`src/rtl/alu_pkg.sv`:
```
// rtl/alu_pkg.sv - shared aluop encodings, selector constants and FSM state type for the sliced ALU
package alu_pkg;

    // Full 3-bit aluop values: bit2 inverts B and forces carry-in, bits[1:0] select the output
    localparam logic [2:0] ALUOP_AND = 3'b000;
    localparam logic [2:0] ALUOP_OR  = 3'b001;
    localparam logic [2:0] ALUOP_ADD = 3'b010;
    localparam logic [2:0] ALUOP_SUB = 3'b110;
    localparam logic [2:0] ALUOP_SLT = 3'b111;

    // Output selector, aluop[1:0]
    localparam logic [1:0] SEL_AND  = 2'b00;
    localparam logic [1:0] SEL_OR   = 2'b01;
    localparam logic [1:0] SEL_SUM  = 2'b10;
    localparam logic [1:0] SEL_LESS = 2'b11;

    typedef enum logic [1:0] {
        IDLE = 2'b00,
        RUN  = 2'b01,
        DONE = 2'b10
    } state_t;

endpackage

```
`src/rtl/alu_slice.sv`:
```
// rtl/alu_slice.sv - combinational SLICE-bit group of ALU bit cells with ripple carry
//
// Ports:
//   a, b     : SLICE-bit operand slices (b is raw; inversion applied here from aluop[2])
//   cin      : carry into bit 0 of the slice
//   aluop    : 3-bit operation code
//   out      : selected per-bit value (AND/OR/SUM; LESS yields 0, the top patches bit 0)
//   cout     : carry out of the slice top bit
//   msb_cin  : carry into the slice top bit, used for signed overflow
//   sum_msb  : sum bit of the slice top bit
import alu_pkg::*;

module alu_slice #(
    parameter int SLICE = 8
) (
    input  logic [SLICE-1:0] a,
    input  logic [SLICE-1:0] b,
    input  logic             cin,
    input  logic [2:0]       aluop,
    output logic [SLICE-1:0] out,
    output logic             cout,
    output logic             msb_cin,
    output logic             sum_msb
);

    logic [SLICE-1:0] b_eff;
    logic [SLICE-1:0] sum;
    logic [SLICE:0]   c;

    always_comb begin
        b_eff = b ^ {SLICE{aluop[2]}};
        c     = '0;
        sum   = '0;
        c[0]  = cin;
        for (int i = 0; i < SLICE; i++) begin
            sum[i]  = a[i] ^ b_eff[i] ^ c[i];
            c[i+1]  = (a[i] & b_eff[i]) | (a[i] & c[i]) | (b_eff[i] & c[i]);
        end
        cout    = c[SLICE];
        msb_cin = c[SLICE-1];
        sum_msb = sum[SLICE-1];
    end

    always_comb begin
        out = '0;
        case (aluop[1:0])
            SEL_AND:  out = a & b_eff;
            SEL_OR:   out = a | b_eff;
            SEL_SUM:  out = sum;
            default:  out = '0;
        endcase
    end

endmodule

```
`src/rtl/sliced_alu.sv`:
```
// rtl/sliced_alu.sv - multi-cycle WIDTH-bit ALU evaluating SLICE bits per clock behind valid/ready
//
// Ports:
//   clk, rst_n           : rising-edge clock, asynchronous active-low reset
//   in_valid, in_ready   : operation request handshake (a, b, aluop)
//   a, b                 : WIDTH-bit operands
//   aluop                : bit2 invert B / carry-in 1; bits[1:0] AND, OR, SUM, LESS
//   out_valid, out_ready : result handshake
//   result               : WIDTH-bit result
//   zero, carry, overflow: flags of the result (carry/overflow only for SUM/LESS)
import alu_pkg::*;

module sliced_alu #(
    parameter int WIDTH = 32,
    parameter int SLICE = 8
) (
    input  logic             clk,
    input  logic             rst_n,
    input  logic             in_valid,
    output logic             in_ready,
    input  logic [WIDTH-1:0] a,
    input  logic [WIDTH-1:0] b,
    input  logic [2:0]       aluop,
    output logic             out_valid,
    input  logic             out_ready,
    output logic [WIDTH-1:0] result,
    output logic             zero,
    output logic             carry,
    output logic             overflow
);

    localparam int NSLICES = WIDTH / SLICE;
    localparam int CNT_W   = (NSLICES > 1) ? $clog2(NSLICES) : 1;
    localparam logic [CNT_W-1:0] LAST_CNT = CNT_W'(NSLICES - 1);

    state_t           state_q, state_d;
    logic [WIDTH-1:0] a_q, a_d;
    logic [WIDTH-1:0] b_q, b_d;
    logic [2:0]       op_q, op_d;
    logic             carry_reg_q, carry_reg_d;
    logic [CNT_W-1:0] cnt_q, cnt_d;
    logic [WIDTH-1:0] result_q, result_d;
    logic             zero_q, zero_d;
    logic             carry_flag_q, carry_flag_d;
    logic             ovf_q, ovf_d;

    logic [SLICE-1:0] a_sl, b_sl, sl_out;
    logic             sl_cout, sl_msb_cin, sl_sum_msb;
    logic             ovf_now;
    int               base;

    always_comb begin
        base = int'(cnt_q) * SLICE;
        a_sl = a_q[base +: SLICE];
        b_sl = b_q[base +: SLICE];
    end

    alu_slice #(.SLICE(SLICE)) u_slice (
        .a       (a_sl),
        .b       (b_sl),
        .cin     (carry_reg_q),
        .aluop   (op_q),
        .out     (sl_out),
        .cout    (sl_cout),
        .msb_cin (sl_msb_cin),
        .sum_msb (sl_sum_msb)
    );

    // Only meaningful on the last slice, where the slice top bit is the word MSB
    assign ovf_now = sl_msb_cin ^ sl_cout;

    always_comb begin
        state_d      = state_q;
        a_d          = a_q;
        b_d          = b_q;
        op_d         = op_q;
        carry_reg_d  = carry_reg_q;
        cnt_d        = cnt_q;
        result_d     = result_q;
        zero_d       = zero_q;
        carry_flag_d = carry_flag_q;
        ovf_d        = ovf_q;
        in_ready     = 1'b0;
        out_valid    = 1'b0;

        case (state_q)
            IDLE: begin
                in_ready = 1'b1;
            end
            RUN: begin
                result_d[base +: SLICE] = sl_out;
                carry_reg_d             = sl_cout;
                cnt_d                   = cnt_q + CNT_W'(1);
                if (cnt_q == LAST_CNT) begin
                    // LESS slices all wrote 0; bit 0 gets the signed compare outcome
                    if (op_q[1:0] == SEL_LESS) begin
                        result_d[0] = sl_sum_msb ^ ovf_now;
                    end
                    zero_d       = (result_d == '0);
                    carry_flag_d = op_q[1] & sl_cout;
                    ovf_d        = op_q[1] & ovf_now;
                    cnt_d        = '0;
                    state_d      = DONE;
                end
            end
            DONE: begin
                out_valid = 1'b1;
                in_ready  = out_ready;
                if (out_ready) begin
                    state_d = IDLE;
                end
            end
            default: begin
                state_d = IDLE;
            end
        endcase

        // Accept covers both IDLE and the no-bubble handoff out of DONE
        if (in_ready && in_valid) begin
            a_d         = a;
            b_d         = b;
            op_d        = aluop;
            carry_reg_d = aluop[2];
            cnt_d       = '0;
            state_d     = RUN;
        end
    end

    always_ff @(posedge clk or negedge rst_n) begin
        if (!rst_n) begin
            state_q      <= IDLE;
            a_q          <= '0;
            b_q          <= '0;
            op_q         <= '0;
            carry_reg_q  <= 1'b0;
            cnt_q        <= '0;
            result_q     <= '0;
            zero_q       <= 1'b0;
            carry_flag_q <= 1'b0;
            ovf_q        <= 1'b0;
        end else begin
            state_q      <= state_d;
            a_q          <= a_d;
            b_q          <= b_d;
            op_q         <= op_d;
            carry_reg_q  <= carry_reg_d;
            cnt_q        <= cnt_d;
            result_q     <= result_d;
            zero_q       <= zero_d;
            carry_flag_q <= carry_flag_d;
            ovf_q        <= ovf_d;
        end
    end

    assign result   = result_q;
    assign zero     = zero_q;
    assign carry    = carry_flag_q;
    assign overflow = ovf_q;

endmodule
```
`config.mk`:
```
export PLATFORM = sky130hd
export DESIGN_NAME = sliced_alu
export DESIGN_NICKNAME = d
export VERILOG_FILES = /design/src/rtl/alu_pkg.sv /design/src/rtl/alu_slice.sv /design/src/rtl/sliced_alu.sv
export SDC_FILE = /design/constraint.sdc
export NUM_CORES = 1
export LEC_CHECK = 0
export ABC_AREA = 1
export ABC_CLOCK_PERIOD_IN_PS = 5400
export CELL_PAD_IN_SITES_DETAIL_PLACEMENT = 0
export CELL_PAD_IN_SITES_GLOBAL_PLACEMENT = 1
export CORE_ASPECT_RATIO = 0.9
export CORE_UTILIZATION = 35
export DETAILED_ROUTE_END_ITERATION = 6
export PLACE_DENSITY = 0.78
export SLEW_MARGIN = 5
export SYNTH_ARGS = -nofsm -noshare
export SYNTH_HDL_FRONTEND = slang
export SYNTH_SLANG_ARGS = --single-unit
```
`constraint.sdc`:
```
create_clock -name clk -period 5.4 [get_ports clk]
set_clock_uncertainty 0.15 [all_clocks]
set_input_delay 1.62 -clock clk [delete_from_list [all_inputs] [get_ports clk]]
set_output_delay 1.62 -clock clk [all_outputs]
set_load 0.05 [all_outputs]
```
## After elaboration in Yosys (flattened, before gate mapping)

Index checks and enable logic that the tools add are counted.

| cells by class | value |
|---|---|
| multiplexer cells | 17 |
| reductions and logical operators | 7 |
| shifts and indexed selects | 4 |
| bitwise logic cells | 63 |
| equality and inequality tests | 9 |
| add/subtract/negate cells | 2 |

Operators with widths:

| cell | number |
|---|---|
| 32-bit by 6-bit variable part select with 8-bit output | 2 |
| 5-bit negator with 33-bit output | 1 |
| 8-bit by 33-bit variable shift with 32-bit output (first input constant) | 1 |
| 8-bit by 33-bit variable part select with 32-bit output | 1 |
| 32-bit bitwise mux | 1 |
| 32-bit logical NOT | 1 |
| 1-bit AND | 26 |
| 8-bit case mux with 3 select lines | 1 |
| 1-bit XOR | 18 |
| 1-bit bitwise OR | 16 |
| 2-bit 2-to-1 mux | 6 |
| 8-bit AND | 1 |
| 2-bit equality test (second input constant) | 4 |
| 8-bit bitwise OR | 1 |
| 8-bit XOR | 1 |
| 1-bit 2-to-1 mux | 7 |
| 3-bit != test (second input constant) | 2 |
| 2-bit case mux with 3 select lines | 1 |
| 2-bit by 1-bit equality test with 1-bit output (second input constant) | 2 |
| 2-bit logical NOT | 2 |
| 3-bit AND reduction | 1 |
| 2-bit by 1-bit adder with 2-bit output (second input constant) | 1 |
| 2-bit != test (second input constant) | 1 |
| 1-bit case mux with 2 select lines | 1 |
| 3 further kinds | 3 |

| storage, ports and cells | value |
|---|---|
| bits of input ports | 71 |
| output and inout bits | 37 |
| logic and storage cells | 112 |
| register bits | 107 |

## Longest topological paths before layout

Gate-level depths: netlist of run 1.

| depth | value |
|---|---|
| depth after elaboration | 32 |
| mapped depth | 27 |
| gate-level depth less buffers | 24 |

## Modules after synthesis

Synthesis of run 1 repeated with hierarchy kept, for this count alone.

| unflattened totals | value |
|---|---|
| cells, all modules | 792 |
| area total of the unflattened synthesis | 5989.5 um^2 |

Modules (own cells, without submodules):

| module | cells an instance | instances | area an instance (um^2) |
|---|---|---|---|
| sliced_alu | 703 | 1 | 5256.3 |
| alu_slice | 89 | 1 | 733.2 |

## Least setup slack after synthesis of run 1

OpenSTA, ideal clock, no wires.

| timing | value |
|---|---|
| kind | flip-flop to flip-flop |
| start point | reg cnt_q[0] |
| end point | reg zero_q (netlist: zero) |
| arrival | 5.172 ns |
| stages on the path, launching flop included | 24 |
| setup time | 0.066 ns |
| period minus slack after synthesis | 5.388 ns |
| buffers on the path | 2 |
| path slack | 0.012 ns |
| cells stage by stage | dfrtp_1 -> buf_2 -> clkbuf_1 -> nand2_1 -> a32o_1 -> xor2_1 -> fa_1 -> inv_1 -> fa_1 -> fa_1 -> fa_1 -> fa_1 -> fa_1 -> fa_1 -> fa_1 -> nand3_1 -> nand3_2 -> a21boi_0 -> nand2_1 -> nor2_1 -> nand3_1 -> nor2_1 -> nand3_1 -> nand2_1 |

| between the ends | value |
|---|---|
| longest elaborated chain between the ends | 32 |

RTL lines:

| item | line | RTL |
|---|---|---|
| start: declaration | sliced_alu.sv:41 | `logic [CNT_W-1:0] cnt_q, cnt_d;` |
| start signal: assignment | sliced_alu.sv:147 | `cnt_q <= cnt_d;` |
| branches (longest 32 deep; another with 32-bit by 6-bit variable part select with 8-bit output) | n/a |  |
| end signal: assignment | sliced_alu.sv:149 | `zero_q <= zero_d;` |
| end: declaration | sliced_alu.sv:43 | `logic zero_q, zero_d;` |

Parallel ways; which one is timed is not known. The select of a mux whose other input is x is not followed.
A chain may end at the register's enable or synchronous reset.

## Worst setup path in the final report of run 1

Ends and elaborated chain as after synthesis.

==> key figures, run 1 <==
Run status
  • Outcome: finished with violations
  • Violated checks: DRC

Yosys
  • Synth cell count leaders: nand2_1 (348), dfrtp_1 (107), inv_1 (55)
  • Post-synthesis instance area: approximately 6000 um2
  • Number of flops mapped to enable cells by yosys: 0
  • Post-synth top area share: around 46%
  • Synth Flop Type: dfrtp_1
  • Biggest area consumer among synthesized cells: dfrtp_1
  • Synth Register Bits: 107
  • Syn Nets: 867
  • Ys async rst share: 100%
  • Avg Synthesized Cell Area: between 7 and 8 um2
  • Yosys warning total: 0
  • Synth unique cells: 32
  • Count leader, synth: nand2_1
  • Sequential fraction of the synthesis area: 45.6%
  • Synth area leaders: dfrtp_1 (46%), nand2_1 (22%), ha_1 (4.7%)
  • Cells after synthesis: 765

Cells and area
  • N_diodes: 0
  • Final core utilization: between 40% and 50%
  • Layout cell share with drive strength beyond 1: 5.76%
  • Area growth, synth to finish: 27.8%
  • Fill cells: around 1700
  • Nets: a little under 1000

Die
  • Die X: 139 um
  • Starting Density: between 30 and 40%
  • Die area: 17300 um2
  • # IOs: approximately 110
  • Site Rows: 44
  • Placeable Area: roughly 16000 um2
  • Die Ht: roughly 120 um

Run
  • Max-Cap Viols: 0

Worst setup path
  • Worst Setup Start Kind: flop
  • R2R setup slack: slightly below 0.3 ns
  • CP Capture Point: zero
  • Worst setup path startpoint: cnt_q[0]
  • CP arrival: roughly 5.3 ns
  • CP Capture Type: flop
  • Critical path type: flop to flop
  • R2R depth: 22
  • R2R Path End: zero
  • Worst Path Required: approximately 5.6 ns
  • Crit Path Max Fanout: 6
  • Reg2reg start: cnt_q[0]

Detailed routing
  • Via-to-Cell Ratio: about 4.7
  • Detailed Routing Iterations Pass 1: 7
  • Via count: between 5000 and 6000
  • Routed wire length: about 16000 um
  • Initial DRC count: about 460
  • Routed WL per cell: 14.6 um
  • Drt drc: 5
  • Post-route ant nets: 0

Place
  • Final HPWL DP: around 12000 um
  • Final Wtd Congestion: between 0.8 and 0.9
  • Port bufs: between 100 and 150
  • Pre-CTS WS: -0.00114 ns

CTS
  • CTS tree: yes
  • CTS Hold Bufs: 0
  • CTS H-tree depth: 3
  • Post-CTS setup buffer count: 0
  • Clock transition at the registers of the reported paths: ~0.07 ns
  • Clk Latency, worst-skew pair: roughly 0.36 ns
  • Clk sinks: about 110
  • CTS Buffer Depth: 2
  • Cts bufs inserted: 9
  • CTS root buf: clkbuf_16

Power and ir drop
  • Pwr Density: 687 nW/um2
  • Peak VDD IR: roughly 0.00026 V
  • Final Power: roughly 5.2 mW
  • Leakage: between 3 and 4 nW

Timing
  • Hold Vio Cnt, Final: 0
  • Slew Limit Fails: 0
  • Final-report setup violation count: 0
  • Slew @ Worst Pin: roughly 1.0 ns
  • Slew margin rel.: ~30%
  • Setup ws final: 0.297 ns
  • FMAX: roughly 200 MHz
  • RSZ-0062 raised after global routing: no
  • Period minus WS final: 5.10 ns
  • Tcrit/Tclk final: 94.5%

Global route
  • GRT Util Overall: 19.0%
  • Pin count of the biggest net entering global routing: 71
  • First-pass GRT wire length: 26000 um
  • Vias in the first global route: about 5000
  • GRT Residual Overflow: 0
  • Initial antenna violation count: 0

Hold path
  • HP Class: flop to flop
==> sequential cells by signal (all words and copies together), names as in the netlist <==
register and flops:
a_q 32, b_q 32, result 32, op_q 3
cnt_q 2, state_q 2, carry 1, carry_reg_q 1
overflow 1, zero 1
==> routing by layer <==
layer / GRT usage [%] / part of all wire (%) / up-vias
li1: - / - / 2620
met1: 27.5 / 50 / 2323
met2: 29.0 / 44 / 142
met3: 4.17 / 4.4 / 15
met4: 4.56 / 1.2 / 0
met5: 0 / 0 / -
==> final cells by class <==
class / instances / area (um2) / share of cell area [%]
repair buffers: 123 / 1190 / 15.9
clock buffers: 10 / 229 / 3.05
clock inverters: 6 / 90.1 / 1.20
flip-flops and latches: 107 / 2680 / 35.7
multi-input cells: 562 / 2840 / 37.8
well taps: 207 / 259 / 3.45
inverters: 60 / 225 / 3.00
==> worst min path at each step <==
stage	to	cells past startpoint	slack (ns)	startpoint
4_1_cts	a_q[12]	2	0.34	a_q[12]
3_3_place_gp	b_q[11]	2	0.31	b_q[11]
5_1_grt	a_q[4]	2	0.35	a_q[4]
3_5_place_dp	a_q[12]	2	0.32	a_q[12]
2_1_floorplan	b_q[14]	2	0.30	b_q[14]
6_report	a_q[4]	2	0.33	a_q[4]
==> timing repair <==
item,4_1_cts,5_1_grt
gates resized for setup,1,8
endpoints found under the setup margin,1,3
endpoints found under the hold margin,0,0
==> layout by cell type (no fill, tap or decap), drive strengths merged, types with 2 or more instances in the layout <==
cell type,netlist,final
nor3,2,2
buf,18,17
a31oi,9,9
fa,9,9
clkbuf,18,10
nor2,36,36
clkdlybuf4s50,0,106
nand2,348,348
nand3,29,29
a21oi,20,20
dfrtp,107,107
ha,22,22
a32o,8,8
clkinv,2,5
o21ai,35,35
inv,58,58
a32oi,8,8
a21boi,4,4
nand4,15,15
nand3b,5,5
bufinv,0,2
xor2,8,8
==> worst max-delay path, cell delays in order, from the launching register on <==
cell	delay [ns]
dfrtp_2	0.46
inv_2	0.11
nand2_1	0.05
a32o_1	0.24
xor2_2	0.19
fa_1	0.20
inv_1	0.05
fa_1	0.38
fa_2	0.37
fa_1	0.39
fa_2	0.36
fa_1	0.39
fa_2	0.36
fa_1	0.43
nand3_1	0.10
nand3_2	0.15
a21boi_2	0.17
nand2_1	0.06
nor2_1	0.11
nand3_1	0.08
nor2_1	0.11
nand3_1	0.07
nand2_1	0.06
==> report_power, final <==
group          switching (mW)  total (mW)  internal, mW
sequential              0.254        1.40          1.14
clock                   0.303       0.711         0.407
combinational            2.00        3.06          1.05
total                    2.56        5.16          2.60
==> logic make-up (layout without fill, tap and decap cells) <==
logic type	Yosys count	count (layout)	share of synthesized area, %
compound gates	87	87	9.11
xor+xnor	8	8	1.19
fa+ha+maj	31	31	7.75
buf+inv	96	199	6.49
flops	107	107	45.6
simple gates	436	436	29.9
==> metrics by stage <==
stage | cells | instance area, um2 | hold WS [ns] | setup TNS, ns
final | 1075 | 7510 | 0.331 | 0
after detailed placement | 1059 | 7170 | 0.315 | -0.00114
after global routing | 1075 | 7510 | 0.352 | 0
after global placement | 1059 | 7170 | 0.315 | 0
after CTS | 1075 | 7500 | 0.336 | 0
after floorplan | 765 | 5880 | 0.299 | 0
Power figures use the tool's default switching activity.
==> run 2, diff against run 1 <==
Settings changed: ABC_CLOCK_PERIOD_IN_PS 5400 to 5100, CORE_UTILIZATION 35 to 39, CTS_CLUSTER_DIAMETER from default to 40, PLACE_DENSITY 0.78 to 0.82, SKIP_LAST_GASP from default to 1.
Clock period 5.4 ns to 5.1 ns, I/O delays scaled along.
==> key figures, run 2 (synthesis gave the netlist of run 1 again) <==
CTS
  • Clk Latency, worst-skew pair: 0.36 ns (about the same)
  • Clk sinks: 107 (unchanged)
  • CTS Hold Bufs: 0 (unchanged)
  • Clock transition at the registers of the reported paths: 0.07 ns (about the same)
  • Cts bufs inserted: 9 (unchanged)
  • Post-CTS sizing: 0 (was 1)
  • CTS Buffer Depth: 2 (unchanged)
  • Post-CTS setup buffer count: 0 (unchanged)
  • CTS H-tree depth: 3 (unchanged)
  • CTS root buf: clkbuf_16 (unchanged)
  • CTS tree: yes (unchanged)

Power and ir drop
  • Leakage: 3.70 nW (was 3.67 nW)
  • Peak VDD IR: 0.000411 V (was 0.000264 V)
  • Final Power: 5.63 mW (was 5.16 mW)
  • Pwr Density: 745 nW/um2 (was 687 nW/um2)

Hold path
  • HP Class: flop to flop (unchanged)

Die
  • Die X: 131 um (was 139 um)
  • Site Rows: 42 (was 44)
  • Placeable Area: 14700 um2 (was 16300 um2)
  • Starting Density: 39.9% (was 36.1%)
  • Die Ht: 118 um (was 125 um)
  • # IOs: 108 (unchanged)
  • Die area: 15600 um2 (was 17300 um2)

Place
  • Placed cells: 1054 (was 1059)
  • Port bufs: 107 (unchanged)
  • Final Wtd Congestion: 0.874 (was 0.819)
  • Pre-CTS WS: 0.0178 ns (was -0.00114 ns)
  • Final HPWL DP: 11900 um (was 11600 um)

Global route
  • Initial antenna violation count: 0 (unchanged)
  • GRT Util Overall: 22.1% (was 19.0%)
  • GRT Residual Overflow: 0 (unchanged)
  • Pin count of the biggest net entering global routing: 108 (was 71)
  • Vias in the first global route: 5190 (was 4978)
  • First-pass GRT wire length: 27000 um (was 26000 um)

Detailed routing
  • Initial DRC count: 501 (was 458)
  • Detailed Routing Iterations Pass 1: 5 (was 7)
  • Via count: 5308 (was 5100)
  • Via-to-Cell Ratio: 4.96 (was 4.74)
  • Drt drc: 0 (was 5)
  • Routed wire length: 16200 um (was 15700 um)
  • Post-route ant nets: 0 (unchanged)
  • Routed WL per cell: 15.2 um (was 14.6 um)

Timing
  • Setup ws final: 0.152 ns (was 0.297 ns)
  • RSZ-0062 raised after global routing: yes (was no)
  • Slew @ Worst Pin: 1.01 ns (was 1.05 ns)
  • Slew margin rel.: 32.5% (was 30.0%)
  • Tcrit/Tclk final: 97.0% (was 94.5%)
  • Slew Limit Fails: 0 (unchanged)
  • Final-report setup violation count: 0 (unchanged)
  • Period minus WS final: 4.95 ns (was 5.10 ns)
  • Hold Vio Cnt, Final: 0 (unchanged)
  • FMAX: 202 MHz (was 196 MHz)

Cells and area
  • Multi-input gate area: 2860 um2 (was 2840 um2)
  • Commonest non-fill, non-tap cell in the layout: nand2_1 (unchanged)
  • Most frequent cells in the layout: nand2_1 (347), dfrtp_1 (106), clkdlybuf4s50_1 (105) (was nand2_1 (347), dfrtp_1 (106), clkdlybuf4s50_1 (106))
  • FF/Latch Area: 2680 um2 (unchanged)
  • Area growth, synth to finish: 28.4% (was 27.8%)
  • Layout cell share with drive strength beyond 1: 7.11% (was 5.76%)
  • N_diodes: 0 (unchanged)
  • Final non-filler cell total: 1070 (was 1075)
  • Nets: 969 (was 965)
  • Fill cells: 1416 (was 1678)

Worst setup path
  • Critical path type: flop to flop (unchanged)
  • R2R setup slack: 0.15 ns (was 0.30 ns)
  • CP Cell Sequence: inv_4 > nand2_1 > a32o_2 > xor2_2 > fa_2 > inv_1 > fa_2 > fa_2 > fa_2 > fa_2 > fa_2 > fa_2 > fa_1 > nand3_1 > nand3_2 > nand3_2 > nand2_1 > inv_1 > nand2_1 > nor2_1 > nand2_1 > nor2_1 > nand3_1 > nand2_1 (was inv_2 > nand2_1 > a32o_1 > xor2_2 > fa_1 > inv_1 > fa_1 > fa_2 > fa_1 > fa_2 > fa_1 > fa_2 > fa_1 > nand3_1 > nand3_2 > a21boi_2 > nand2_1 > nor2_1 > nand3_1 > nor2_1 > nand3_1 > nand2_1)
  • Crit Path Max Fanout: 7 (was 6)
  • CP arrival: 5.10 ns (was 5.26 ns)
  • Worst Setup Start Kind: flop (unchanged)
  • CP Capture Type: flop (unchanged)
  • Cell repeated most along the worst path: fa_2 (was fa_1)
  • Worst Path Required: 5.25 ns (was 5.55 ns)
  • Delay of the slowest critical-path stage: 0.46 ns (about the same)
  • Critical path buffer and inverter count: 3 (was 2)
  • CP max-delay cell: dfrtp_2 (unchanged)
  • Kind of cell with the highest combined delay on the critical path: adder cells (unchanged)

Run
  • Max-Cap Viols: 0 (unchanged)

Run status
  • Outcome: completed (was finished with violations)
[run 2: cell count changes in the layout (fill, tap and decap cells not counted), moves of 2 or more]
cell and change:
buf_4 +5, fa_2 +4, clkbuf_8 +2, fa_1 -4
clkinv_4 -2, inv_6 +2
[run 2: area by class of cell]
type	count	share of cell area, %
Clock inverter	5	0.762
Multi-Input combinational cell	562	37.8
Timing Repair Buffer	127	16.3
Inverter	60	3.02
Clock buffer	11	3.35
Tap cell	198	3.28
Sequential cell	107	35.5
[run 2: worst paths after layout]
check	startpoint	to	cells after the start
worst max-delay path	cnt_q[0]	zero	24
worst min-delay path	a_q[27]	a_q[27]	2
worst max register to register	cnt_q[0]	zero	24
worst min register to register	a_q[27]	a_q[27]	2
max in group asynchronous	rst_n	result[12]	2
min in group asynchronous	rst_n	a_q[22]	2
[run 2: worst min-delay path, stage by stage (launching register included)]
cell and delay, ns:
dfrtp_1 0.35, nand2_1 0.05, nand2_1 0.05
[run 2: power breakdown]
| part | leakage, nW | internal, mW | switching [mW] | total, mW |
|---|---|---|---|---|
| Sequential | 1.35 | 1.21 | 0.294 | 1.50 |
| Clock | 0.156 | 0.410 | 0.322 | 0.731 |
| Combinational | 2.19 | 1.18 | 2.21 | 3.39 |
| Total | 3.70 | 2.80 | 2.82 | 5.63 |
[run 2: per-layer routing]
layer / part of all wire, % / up-vias / global-route usage, %
li1: - / 2630 / -
met1: 49 / 2492 / 32.8
met2: 44 / 176 / 33.0
met3: 5.5 / 10 / 4.08
met4: 0.89 / 0 / 6.03
met5: 0 / - / 0
[run 2: per-stage QoR]
| step | utilization (%) | hold WS [ns] | cell area (um2) | TNS (ns) |
|---|---|---|---|---|
| after detailed placement | 49.1 | 0.315 | 7220 | 0 |
| after CTS | 51.2 | 0.334 | 7530 | 0 |
| final | 51.3 | 0.333 | 7550 | 0 |
| after floorplan | - | 0.299 | 5910 | 0 |
| after global placement | 49.1 | 0.316 | 7220 | 0 |
| after global routing | 51.3 | 0.354 | 7550 | -0.0633 |
==> run 3, diff against run 2 <==
Settings changed: GPL_TIMING_DRIVEN from default to 0.
==> key figures, run 3 (synthesis gave the netlist of run 1 again) <==
Run status
  • Outcome: finished with violations (was completed)
  • Violated checks: setup timing

Worst setup path
  • Worst Setup Start Kind: flop (unchanged)
  • Worst setup path startpoint: cnt_q[0] (unchanged)
  • Worst Path Required: 5.25 ns (about the same)
  • Reg2reg start: cnt_q[0] (unchanged)
  • CP Capture Point: zero (unchanged)
  • Crit Path Max Fanout: 8 (was 7)
  • R2R Path End: zero (unchanged)
  • CP Capture Type: flop (unchanged)
  • CP arrival: 5.49 ns (was 5.10 ns)
  • Critical path type: flop to flop (unchanged)
  • R2R setup slack: -0.24 ns (was 0.15 ns)
  • R2R depth: 25 (was 24)

Timing
  • Period minus WS final: 5.34 ns (was 4.95 ns)
  • Hold Vio Cnt, Final: 0 (unchanged)
  • Slew margin rel.: 60.6% (was 32.5%)
  • Final hold slack: 0.335 ns (was 0.333 ns)
  • Slew @ Worst Pin: 0.588 ns (was 1.01 ns)
  • Tcrit/Tclk final: 105% (was 97.0%)
  • Slew Limit Fails: 0 (unchanged)
  • RSZ-0062 raised after global routing: yes (unchanged)
  • Setup ws final: -0.242 ns (was 0.152 ns)
  • FMAX: 187 MHz (was 202 MHz)
  • Final-report setup violation count: 1 (was 0)

Detailed routing
  • Routed WL per cell: 15.0 um (was 15.2 um)
  • Routed wire length: 16900 um (was 16200 um)
  • Post-route ant nets: 0 (unchanged)
  • Detailed Routing Iterations Pass 1: 5 (unchanged)
  • Via-to-Cell Ratio: 4.95 (was 4.96)
  • Drt drc: 0 (unchanged)
  • Via count: 5576 (was 5308)
  • Initial DRC count: 374 (was 501)

Power and ir drop
  • Leakage: 3.92 nW (was 3.70 nW)
  • Pwr Density: 761 nW/um2 (was 745 nW/um2)
  • Peak VDD IR: 0.000348 V (was 0.000411 V)

Cells and area
  • Layout cell share with drive strength beyond 1: 11.7% (was 7.11%)
  • Most frequent cells in the layout: nand2_1 (346), dfrtp_1 (106), clkdlybuf4s50_1 (106) (was nand2_1 (347), dfrtp_1 (106), clkdlybuf4s50_1 (105))
  • N_diodes: 0 (unchanged)
  • Final non-filler cell total: 1126 (was 1070)
  • Commonest non-fill, non-tap cell in the layout: nand2_1 (unchanged)
  • Nets: 1025 (was 969)
  • Area growth, synth to finish: 36.9% (was 28.4%)
  • Fill cells: 1391 (was 1416)

Run
  • Max-Cap Viols: 0 (unchanged)

Global route
  • Initial antenna violation count: 0 (unchanged)
  • First-pass GRT wire length: 28000 um (was 27000 um)
  • Vias in the first global route: 5430 (was 5190)
  • Pin count of the biggest net entering global routing: 74 (was 108)
  • GRT Residual Overflow: 0 (unchanged)
  • GRT Util Overall: 23.0% (was 22.1%)

Place
  • Port bufs: 107 (unchanged)
  • Placed cells: 1071 (was 1054)
  • Final Wtd Congestion: 0.882 (was 0.874)
  • Final HPWL DP: 12500 um (was 11900 um)

Die
  • Starting Density: 39.9% (unchanged)
  • Die area: 15600 um2 (unchanged)
  • Die X: 131 um (unchanged)
  • # IOs: 108 (unchanged)
  • Placeable Area: 14700 um2 (unchanged)
  • Site Rows: 42 (unchanged)
  • Die Ht: 118 um (unchanged)

Hold path
  • HP Class: flop to flop (unchanged)
  • Hold Path Origin: b_q[15] (was a_q[27])

CTS
  • Clock transition at the registers of the reported paths: 0.07 ns (about the same)
  • Clk Latency, worst-skew pair: 0.36 ns (about the same)
  • CTS Hold Bufs: 0 (unchanged)
  • CTS H-tree depth: 3 (unchanged)
  • CTS root buf: clkbuf_16 (unchanged)
  • Cts bufs inserted: 9 (unchanged)
  • CTS Buffer Depth: 2 (unchanged)
  • CTS tree: yes (unchanged)
  • Clk sinks: 107 (unchanged)
## run 3: where the power goes
| group | total, mW | switching, mW | internal [mW] |
|---|---|---|---|
| Combinational | 3.89 | 2.37 | 1.52 |
| Sequential | 1.47 | 0.256 | 1.21 |
| Clock | 0.766 | 0.332 | 0.434 |
## run 3: metal layers
layer	track usage [%]	share of wire [%]	vias up
met3	3.90	5.6	26
met5	0	0	-
met4	7.78	2.0	0
met2	35.3	45	183
li1	-	-	2748
met1	32.9	48	2619
## run 3: critical path, cell delays in order, from the launching register on
cell and delay [ns]:
dfrtp_1 0.38, buf_6 0.17, clkbuf_16 0.16, nand2_2 0.04, a32o_2 0.30, xor2_4 0.17, fa_2 0.22, inv_2 0.04
fa_2 0.33, fa_2 0.36, fa_2 0.37, fa_2 0.36, fa_2 0.37, fa_2 0.40, fa_1 0.50, nand3_2 0.11
nand3_4 0.12, nand3_1 0.09, nand2_1 0.05, inv_1 0.07, nand2_1 0.05, nor2_1 0.09, nand2_1 0.10, nor2_2 0.13
nand3_2 0.08, nand2_1 0.06
## run 3: area by class of cell
class | instances | area (um2) | share of cell area, %
multi-input cells | 562 | 2910 | 36.2
flip-flops and latches | 107 | 2680 | 33.3
repair buffers | 147 | 1390 | 17.3
plain buffers | 36 | 254 | 3.16
well taps | 198 | 248 | 3.08
inverters | 60 | 233 | 2.89
clock buffers | 9 | 225 | 2.80
clock inverters | 7 | 98.8 | 1.23
## run 3: worst min-delay path by stage
| stage | end | slack [ns] | cells past startpoint |
|---|---|---|---|
| floorplan | b_q[14] | 0.30 | 2 |
| CTS | b_q[15] | 0.34 | 2 |
| global route | b_q[29] | 0.36 | 2 |
| finish | b_q[15] | 0.33 | 2 |
| global placement | a_q[25] | 0.31 | 2 |
| detailed placement | a_q[17] | 0.32 | 2 |
## run 3: per-stage QoR
stage	setup TNS [ns]	util (%)	worst slack (ns)	area, um2	total power, mW
finish	-0.242	54.7	-0.242	8040	6.12
global placement	-190.29	49.1	-1.77	7230	4.66
global route	-0.943	54.7	-0.414	8040	6.61
detailed placement	-2.42	49.3	-0.753	7260	4.75
CTS	-0.277	53.8	-0.277	7920	5.95
floorplan	0	-	0.0192	5910	3.71
## run 3: repair_timing
item,4_1_cts,5_1_grt
resized for setup,29,23
setup buffers,31,8
gates cloned,0,0
setup endpoints to repair,10,11
pin swaps,9,17
